[src/rtl/dram_ctrl_pkg.sv]
// Shared types and constants for the single-bank DRAM controller:
// FSM states, DRAM command pin encodings and address field widths.
package dram_ctrl_pkg;

  localparam int ROW_W  = 11;
  localparam int COL_W  = 10;
  localparam int ADDR_W = ROW_W + COL_W;

  typedef enum logic [2:0] {
    S_IDLE,
    S_PRE,
    S_ACT,
    S_COL,
    S_WAIT
  } state_t;

  typedef struct packed {
    logic       csn;
    logic       rasn;
    logic       casn;
    logic [3:0] wen;
  } cmd_t;

  localparam cmd_t CMD_IDLE = '{1'b1, 1'b1, 1'b1, 4'hF};
  localparam cmd_t CMD_NOP  = '{1'b0, 1'b1, 1'b1, 4'hF};
  localparam cmd_t CMD_PRE  = '{1'b0, 1'b0, 1'b1, 4'h0};
  localparam cmd_t CMD_ACT  = '{1'b0, 1'b0, 1'b1, 4'hF};
  localparam cmd_t CMD_RD   = '{1'b0, 1'b1, 1'b0, 4'hF};
  localparam cmd_t CMD_WR   = '{1'b0, 1'b1, 1'b0, 4'h0};

  // Column command; writes carry the inverted byte strobes on WEn.
  function automatic cmd_t col_cmd(input logic wr, input logic [3:0] wstrb);
    cmd_t c;
    c = wr ? CMD_WR : CMD_RD;
    if (wr) c.wen = ~wstrb;
    return c;
  endfunction

endpackage

[src/rtl/dram_ctrl_timer.sv]
// Loadable 4-bit down-counter that saturates at zero; done flags the zero count.
module dram_timer (
  input  logic       clk_i,
  input  logic       rst_i,
  input  logic       load_i,
  input  logic [3:0] load_val_i,
  output logic [3:0] cnt_o,
  output logic       done_o
);

  logic [3:0] cnt_q, cnt_d;

  always_comb begin
    cnt_d = cnt_q;
    if (load_i)              cnt_d = load_val_i;
    else if (cnt_q != 4'd0)  cnt_d = cnt_q - 4'd1;
  end

  always_ff @(posedge clk_i or posedge rst_i) begin
    if (rst_i) cnt_q <= '0;
    else       cnt_q <= cnt_d;
  end

  assign cnt_o  = cnt_q;
  assign done_o = (cnt_q == 4'd0);

endmodule

[src/rtl/dram_ctrl.sv]
// Single-bank DRAM controller with an open-row policy. All DRAM pins are
// registered; one shared timer paces PRE, ACT and the write WAIT.
module dram_ctrl
  import dram_ctrl_pkg::*;
#(
  parameter int T_RP  = 5,
  parameter int T_RCD = 5,
  parameter int T_CL  = 5
) (
  input  logic              ACLK,
  input  logic              ARESET,
  input  logic              req_valid,
  output logic              req_ready,
  input  logic              req_write,
  input  logic [ADDR_W-1:0] req_addr,
  input  logic [31:0]       req_wdata,
  input  logic [3:0]        req_wstrb,
  output logic              rsp_valid,
  output logic [31:0]       rsp_rdata,
  output logic              wr_done,
  output logic              CSn,
  output logic              RASn,
  output logic              CASn,
  output logic [3:0]        WEn,
  output logic [ROW_W-1:0]  A,
  output logic [31:0]       D,
  input  logic [31:0]       Q,
  input  logic              DRAM_VALID
);

  localparam logic [3:0] RP_LD  = 4'(T_RP  - 1);
  localparam logic [3:0] RCD_LD = 4'(T_RCD - 1);
  localparam logic [3:0] CL_LD  = 4'(T_CL  - 1);

  state_t             state_q;
  logic               row_open_q;
  logic [ROW_W-1:0]   open_row_q;
  logic               wr_q;
  logic [ROW_W-1:0]   row_q;
  logic [COL_W-1:0]   col_q;
  logic [31:0]        wdata_q;
  logic [3:0]         wstrb_q;
  cmd_t               cmd_q;
  logic [ROW_W-1:0]   a_q;
  logic [31:0]        d_q;
  logic               rsp_valid_q;
  logic [31:0]        rsp_rdata_q;
  logic               wr_done_q;

  logic               hs, hit;
  logic [ROW_W-1:0]   req_row;
  logic               tmr_load, tmr_done;
  logic [3:0]         tmr_val, tmr_cnt;

  assign req_ready = (state_q == S_IDLE) && !ARESET;
  assign hs        = req_valid && req_ready;
  assign req_row   = req_addr[ADDR_W-1:COL_W];
  assign hit       = row_open_q && (req_row == open_row_q);

  // Timer loads coincide with entry into PRE, ACT or write WAIT.
  always_comb begin
    tmr_load = 1'b0;
    tmr_val  = '0;
    unique case (state_q)
      S_IDLE: if (hs && !hit) begin
        tmr_load = 1'b1;
        tmr_val  = row_open_q ? RP_LD : RCD_LD;
      end
      S_PRE: if (tmr_done) begin
        tmr_load = 1'b1;
        tmr_val  = RCD_LD;
      end
      S_COL: if (wr_q) begin
        tmr_load = 1'b1;
        tmr_val  = CL_LD;
      end
      default: ;
    endcase
  end

  dram_timer u_timer (
    .clk_i      (ACLK),
    .rst_i      (ARESET),
    .load_i     (tmr_load),
    .load_val_i (tmr_val),
    .cnt_o      (tmr_cnt),
    .done_o     (tmr_done)
  );

  always_ff @(posedge ACLK or posedge ARESET) begin
    if (ARESET) begin
      state_q     <= S_IDLE;
      row_open_q  <= 1'b0;
      open_row_q  <= '0;
      wr_q        <= 1'b0;
      row_q       <= '0;
      col_q       <= '0;
      wdata_q     <= '0;
      wstrb_q     <= '0;
      cmd_q       <= CMD_IDLE;
      a_q         <= '0;
      d_q         <= '0;
      rsp_valid_q <= 1'b0;
      rsp_rdata_q <= '0;
      wr_done_q   <= 1'b0;
    end else begin
      rsp_valid_q <= 1'b0;
      wr_done_q   <= 1'b0;
      unique case (state_q)
        S_IDLE: begin
          cmd_q <= CMD_IDLE;
          a_q   <= '0;
          d_q   <= '0;
          if (hs) begin
            wr_q    <= req_write;
            row_q   <= req_row;
            col_q   <= req_addr[COL_W-1:0];
            wdata_q <= req_wdata;
            wstrb_q <= req_wstrb;
            if (hit) begin
              state_q <= S_COL;
              cmd_q   <= col_cmd(req_write, req_wstrb);
              a_q     <= {1'b0, req_addr[COL_W-1:0]};
              d_q     <= req_write ? req_wdata : '0;
            end else if (row_open_q) begin
              state_q    <= S_PRE;
              cmd_q      <= CMD_PRE;
              row_open_q <= 1'b0;
            end else begin
              state_q <= S_ACT;
              cmd_q   <= CMD_ACT;
              a_q     <= req_row;
            end
          end
        end
        S_PRE: begin
          cmd_q <= CMD_NOP;
          if (tmr_done) begin
            state_q <= S_ACT;
            cmd_q   <= CMD_ACT;
            a_q     <= row_q;
          end
        end
        S_ACT: begin
          cmd_q <= CMD_NOP;
          if (tmr_done) begin
            state_q    <= S_COL;
            cmd_q      <= col_cmd(wr_q, wstrb_q);
            a_q        <= {1'b0, col_q};
            d_q        <= wr_q ? wdata_q : '0;
            row_open_q <= 1'b1;
            open_row_q <= row_q;
          end
        end
        S_COL: begin
          state_q <= S_WAIT;
          cmd_q   <= CMD_NOP;
          // wr_done is registered, so it is raised one cycle ahead of the last WAIT cycle.
          if (wr_q && CL_LD == 4'd0) wr_done_q <= 1'b1;
        end
        S_WAIT: begin
          cmd_q <= CMD_NOP;
          if (wr_q) begin
            if (tmr_cnt == 4'd1) wr_done_q <= 1'b1;
            if (tmr_done) begin
              state_q <= S_IDLE;
              cmd_q   <= CMD_IDLE;
              a_q     <= '0;
              d_q     <= '0;
            end
          end else if (DRAM_VALID) begin
            rsp_rdata_q <= Q;
            rsp_valid_q <= 1'b1;
            state_q     <= S_IDLE;
            cmd_q       <= CMD_IDLE;
            a_q         <= '0;
            d_q         <= '0;
          end
        end
        default: state_q <= S_IDLE;
      endcase
    end
  end

  assign CSn       = cmd_q.csn;
  assign RASn      = cmd_q.rasn;
  assign CASn      = cmd_q.casn;
  assign WEn       = cmd_q.wen;
  assign A         = a_q;
  assign D         = d_q;
  assign rsp_valid = rsp_valid_q;
  assign rsp_rdata = rsp_rdata_q;
  assign wr_done   = wr_done_q;

endmodule
[config.mk]
export PLATFORM = sky130hd
export DESIGN_NAME = dram_ctrl
export DESIGN_NICKNAME = d
export VERILOG_FILES = /design/src/rtl/dram_ctrl_pkg.sv /design/src/rtl/dram_ctrl_timer.sv /design/src/rtl/dram_ctrl.sv
export SDC_FILE = /design/constraint.sdc
export NUM_CORES = 1
export LEC_CHECK = 0
export ABC_AREA = 1
export BUFFER_PORTS_ARGS = -buffer_cell sky130_fd_sc_hd__buf_2
export CAP_MARGIN = 25
export CORE_MARGIN = 5
export CORE_UTILIZATION = 35
export DETAILED_ROUTE_END_ITERATION = 8
export GPL_TIMING_DRIVEN = 0
export REMOVE_ABC_BUFFERS = 1
export SETUP_SLACK_MARGIN = 0.15
export SYNTH_ARGS = -nofsm -noshare
export SYNTH_HDL_FRONTEND = slang
export SYNTH_SLANG_ARGS = --single-unit
export TNS_END_PERCENT = 30
[constraint.sdc]
create_clock -name ACLK -period 14.1 [get_ports ACLK]
set_input_delay 2.82 -clock ACLK [delete_from_list [all_inputs] [get_ports ACLK]]
set_output_delay 2.82 -clock ACLK [all_outputs]
set_load 0.02 [all_outputs]
**Yosys cells after proc, flatten, opt, wreduce, memory -nomap -nowiden**

Cells that the tools add are included.

- Register bits: 161
- Input bits: 94
- Output and inout port bits: 85
- Word-level logic and storage cells: 115

- $add $sub $neg: 1
- Eq/ne operators: 12
- Multiplexer cells: 60
- Bitwise gates (word level): 3
- Reduce and logical (&&, ||, !) cells: 21

Operators by type and width:

| kind | count |
|---|---|
| 32-bit two-way mux | 8 |
| 32-bit one-hot mux with 3 select lines | 1 |
| 11-bit two-way mux | 8 |
| 11-bit one-hot mux with 4 select lines | 1 |
| 7-bit one-hot mux with 5 select lines | 1 |
| 4-bit two-way mux | 7 |
| 7-bit two-way mux | 4 |
| 3-bit two-way mux | 9 |
| 3-bit one-hot mux with 5 select lines | 1 |
| 1-bit two-way mux | 12 |
| 6-bit two-way mux | 2 |
| 11-bit == test | 1 |
| 5-bit AND reduction | 2 |
| 3-bit one-hot mux with 3 select lines | 1 |
| 2-bit != test (second input constant) | 4 |
| 4-bit inverter | 2 |
| 4-bit AND reduction | 2 |
| 4-bit nonzero test | 2 |
| 3-bit by 2-bit == test with 1-bit output (second input constant) | 2 |
| 3-bit != test (second input constant) | 2 |
| 5-bit two-way mux | 1 |
| 5-bit nonzero test | 1 |
| 4-bit by 1-bit == test with 1-bit output (second input constant) | 1 |
| 1-bit logical AND | 4 |
| 14 further kinds | 18 |

**Logic depth before layout (Yosys ltp)**

- Word-level depth: 7
- Gate-level depth with buffers: 13
- Gate-level depth less buffers: 11

**Modules after synthesis**

From an unflattened synthesis, not the netlist that was laid out.

- Cells, all modules: 907
- Area, all modules: 7274.5 µm²

Modules (own cells, without submodules):

| module | times used | cells each | area an instance (µm²) | sequential area each (µm²) |
|---|---|---|---|---|
| dram_ctrl | 1 | 869 | 7015.5 | 3937.5 |
| dram_timer | 1 | 38 | 259.0 | 100.1 |

**Worst setup path after synthesis**

OpenSTA, ideal clock, no wires.

- Kind: input -> output
- Start point: input ARESET
- End point: output req_ready
- Arrival: 3055 ps
- Data required time: 11280 ps
- Setup slack: 8225 ps
- Cell stages on the path: 1
- Buffers on the path: 0
- Path through: nor2_2

- Cells in the longest elaborated chain, start to end: 2

RTL lines:

| what | line | RTL |
|---|---|---|
| start, declared | dram_ctrl.sv:11 | `input logic ARESET,` |
| 1-bit zero test (no line) | n/a |  |
| 1-bit logical AND | dram_ctrl.sv:55 | `assign req_ready = (state_q == S_IDLE) && !ARESET;` |
| end, declared | dram_ctrl.sv:13 | `output logic req_ready,` |

No other way between the ends.

**Final worst setup path**

Ends and elaborated chain as after synthesis.

==> summary.md <==
| Metric | Value |
|---|---|
| Tmin final | `6.086 ns` |
| Critical path fanouts, max | `2` |
| Maximum vdd ir drop | `0.09231 mV` |
| Syn_area_per_cell | `7.904 um^2` |
| Total GRT Usage | `16.22%` |
| Pwr Total | `0.002268 W` |
| Final Max Tran Viols | `0` |
| Post-synth top area share | `52.60%` |
| Final Wtd Congestion | `0.7556` |
| Synth top area cells | `dfrtp_1, nand2_1, a21oi_1` |
| Type of the most critical hold path | `register to register` |
| Total number of vias | `6236` |
| Total core area | `20820 um^2` |
| CTS buffer count | `17` |
| WHS | `0.4641 ns` |
| 1st-pass router iterations | `4` |
| DR WL/cell | `14.11 um` |
| Post-Place Setup Slack | `8.007 ns` |
| Yosys Warn Count | `0` |
| Detailed Route WL | `19.38 mm` |
| Max Fclk | `164.3 MHz` |
| Critical Path Source Type | `primary input` |
| Hpwl dp | `12.67 mm` |
| H-Tree Level Count | `4` |
| Slew HR | `35.63%` |
| NumNets Final | `1181` |
| Most frequent cells in the layout | `nand2_1, buf_2, dfrtp_1, nor2_1, a21oi_1` |
| Worst Tran Pin Value | `0.9644 ns` |
| # rows | `53` |
| Gate Count Post-Synth | `927` |
| Die ar. | `23930 um^2` |
| Vias in the first global route | `6122` |
| Cell taking the most area after synthesis | `dfrtp_1` |
| Antenna diodes | `0` |
| Setup ws final | `8.014 ns` |
| Final setup fails | `0` |
| Clock transition at the registers of the reported paths | `0.07 ns` |
| DRC | `0` |
| Routed vias/inst | `4.542` |
| Grt ovf | `0` |
| Filler cell count | `2154` |
| Register area share after synthesis | `55.11%` |
| Layout cells sized above 1 | `22.04%` |
| RSZ-0062 raised after global routing | `false` |
| Crit end category | `primary output` |
| Initial Util | `35.19%` |
| Top Ports | `179` |
| Final Hold Vio Count | `0` |
| Outcome | `finished, final reports clean` |
| Total leakage power | `4.868 nW` |
| Antenna viol nets, final | `0` |
| Register bit count reported by yosys | `161` |
| Area growth from synthesis to layout | `24.44%` |
| CTS tree | `yes` |
| Critical path type | `primary input to primary output` |
| CTS max path bufs | `2` |
| Post-cts sizing count | `0` |
| Clk_skew | `0.008910 ns` |
| Root Driver | `clkbuf_16` |
| Chip height | `154.7 um` |
| Area of the mapped netlist | `7327 um^2` |
| Critical path data arrival time | `3.27 ns` |
| Fin crit share | `43.17%` |
| Power per cell area | `248.8 nW/um^2` |
| Pin count of the biggest net entering global routing | `87` |
| Multi-input logic area | `2799 um^2` |
| Count of unique library cells instantiated by Yosys | `30` |
| Sequential cell area | `4038 um^2` |
| Commonest non-fill, non-tap cell in the layout | `nand2_1` |
| Initial antenna violation count | `2` |
| DIE WIDTH | `154.7 um` |
| Worst-Skew Late Latency | `0.42 ns` |
| Setup TNS | `0 ns` |
| Clk sink count | `161` |
| IO Port Bufs | `178` |
| Max_cap viols | `0` |
| Post-CTS Setup Inserts | `0` |
| Initial DRC Count | `208` |
| Crit path required time | `11.28 ns` |
| First-pass GRT wire length | `31.48 mm` |
| Hold_buf cts | `0` |
[Yosys cell counts]
master     number
buf_4           6
buf_2          14
buf_6           4
nand3_2         1
or2_2           2
dfstp_2         7
a21oi_1        86
nand2_2         3
nor2_2          4
xor2_1          2
inv_1          69
o2111ai_1       1
nor2_1        110
or2_1           9
nand3_1        19
nand3b_4        1
inv_2           3
ha_1            2
nor4_1          1
mux2_2          3
dfrtp_1       154
clkinv_4        1
xnor2_1         3
clkinv_1        1
o21ai_0        43
nand2_1       352
o22ai_1         2
nand4_1         1
nor3_1          5
clkbuf_1       18
[worst max-delay path: stages]
cell	delay [ns]
buf_2	0.14
nor2_2	0.13
buf_2	0.17
[stage by stage]
step | cell area, um^2 | utilization, % | std cells
global route | 9117 | 43.79 | 1373
floorplan | 7099 | - | 885
global placement | 8334 | 40.03 | 1338
detailed placement | 8438 | 40.52 | 1341
CTS | 9117 | 43.79 | 1373
finish | 9117 | 43.79 | 1373
[final timing paths]
kind / from / end / slack [ns] / cells after the start
max: ARESET / req_ready / 8.01 / 3
min in group asynchronous: ARESET / A[10]$_DFFE_PP0P_ / 2.47 / 2
min: WEn[2]$_DFFE_PP1P_ / WEn[2]$_DFFE_PP1P_ / 0.46 / 2
max in group asynchronous: ARESET / wdata_q[27]$_DFFE_PP0P_ / 10.81 / 3
min reg2reg: WEn[2]$_DFFE_PP1P_ / WEn[2]$_DFFE_PP1P_ / 0.46 / 2
max reg2reg: u_timer.cnt_o[0]$_DFFE_PP0P_ / D[10]$_DFFE_PP0P_ / 10.51 / 10
[final cells by class]
class / instances / share of cell area (%)
Clock buffer: 18 / 4.707
Clock inverter: 14 / 2.745
Inverter: 74 / 3.197
Multi-Input combinational cell: 650 / 30.70
Sequential cell: 161 / 44.28
Tap cell: 275 / 3.774
Timing Repair Buffer: 181 / 10.59
[power breakdown]
group          internal, W  total (W)  switching (W)  leakage (nW)
combinational     0.000320   0.000936       0.000616          2.53
sequential        0.000684   0.000797       0.000113          2.01
clock             0.000337   0.000535       0.000198         0.329
[layer usage]
| metal | global-route usage [%] | vias up | routed length [um] |
|---|---|---|---|
| li1 | - | 3186 | - |
| met2 | 25.40 | 137 | 9010 |
| met5 | 0 | - | 25 |
| met4 | 3.574 | 4 | 133 |
| met1 | 22.65 | 2898 | 9138 |
| met3 | 4.449 | 11 | 1071 |
[cell families (layout without fill, tap and decap cells)]
logic type | after synthesis | in the layout | synth area share [%]
AND/OR/NAND/NOR | 508 | 508 | 27.42
flip-flops | 161 | 161 | 55.11
AO/OA/AOI/OAI | 132 | 132 | 9.102
buffers and inverters | 116 | 287 | 6.967
XOR/XNOR | 5 | 5 | 0.5978
multiplexers | 3 | 3 | 0.4610
adder cells (fa/ha/maj) | 2 | 2 | 0.3415
[state kept, by name (all words and copies together), names as in the netlist, 10 cells and up]
register and cells:
A 11, D 32, col_q 10, open_row_q 11
row_q 11, rsp_rdata 32, wdata_q 32
Power figures use the tool's default switching activity.
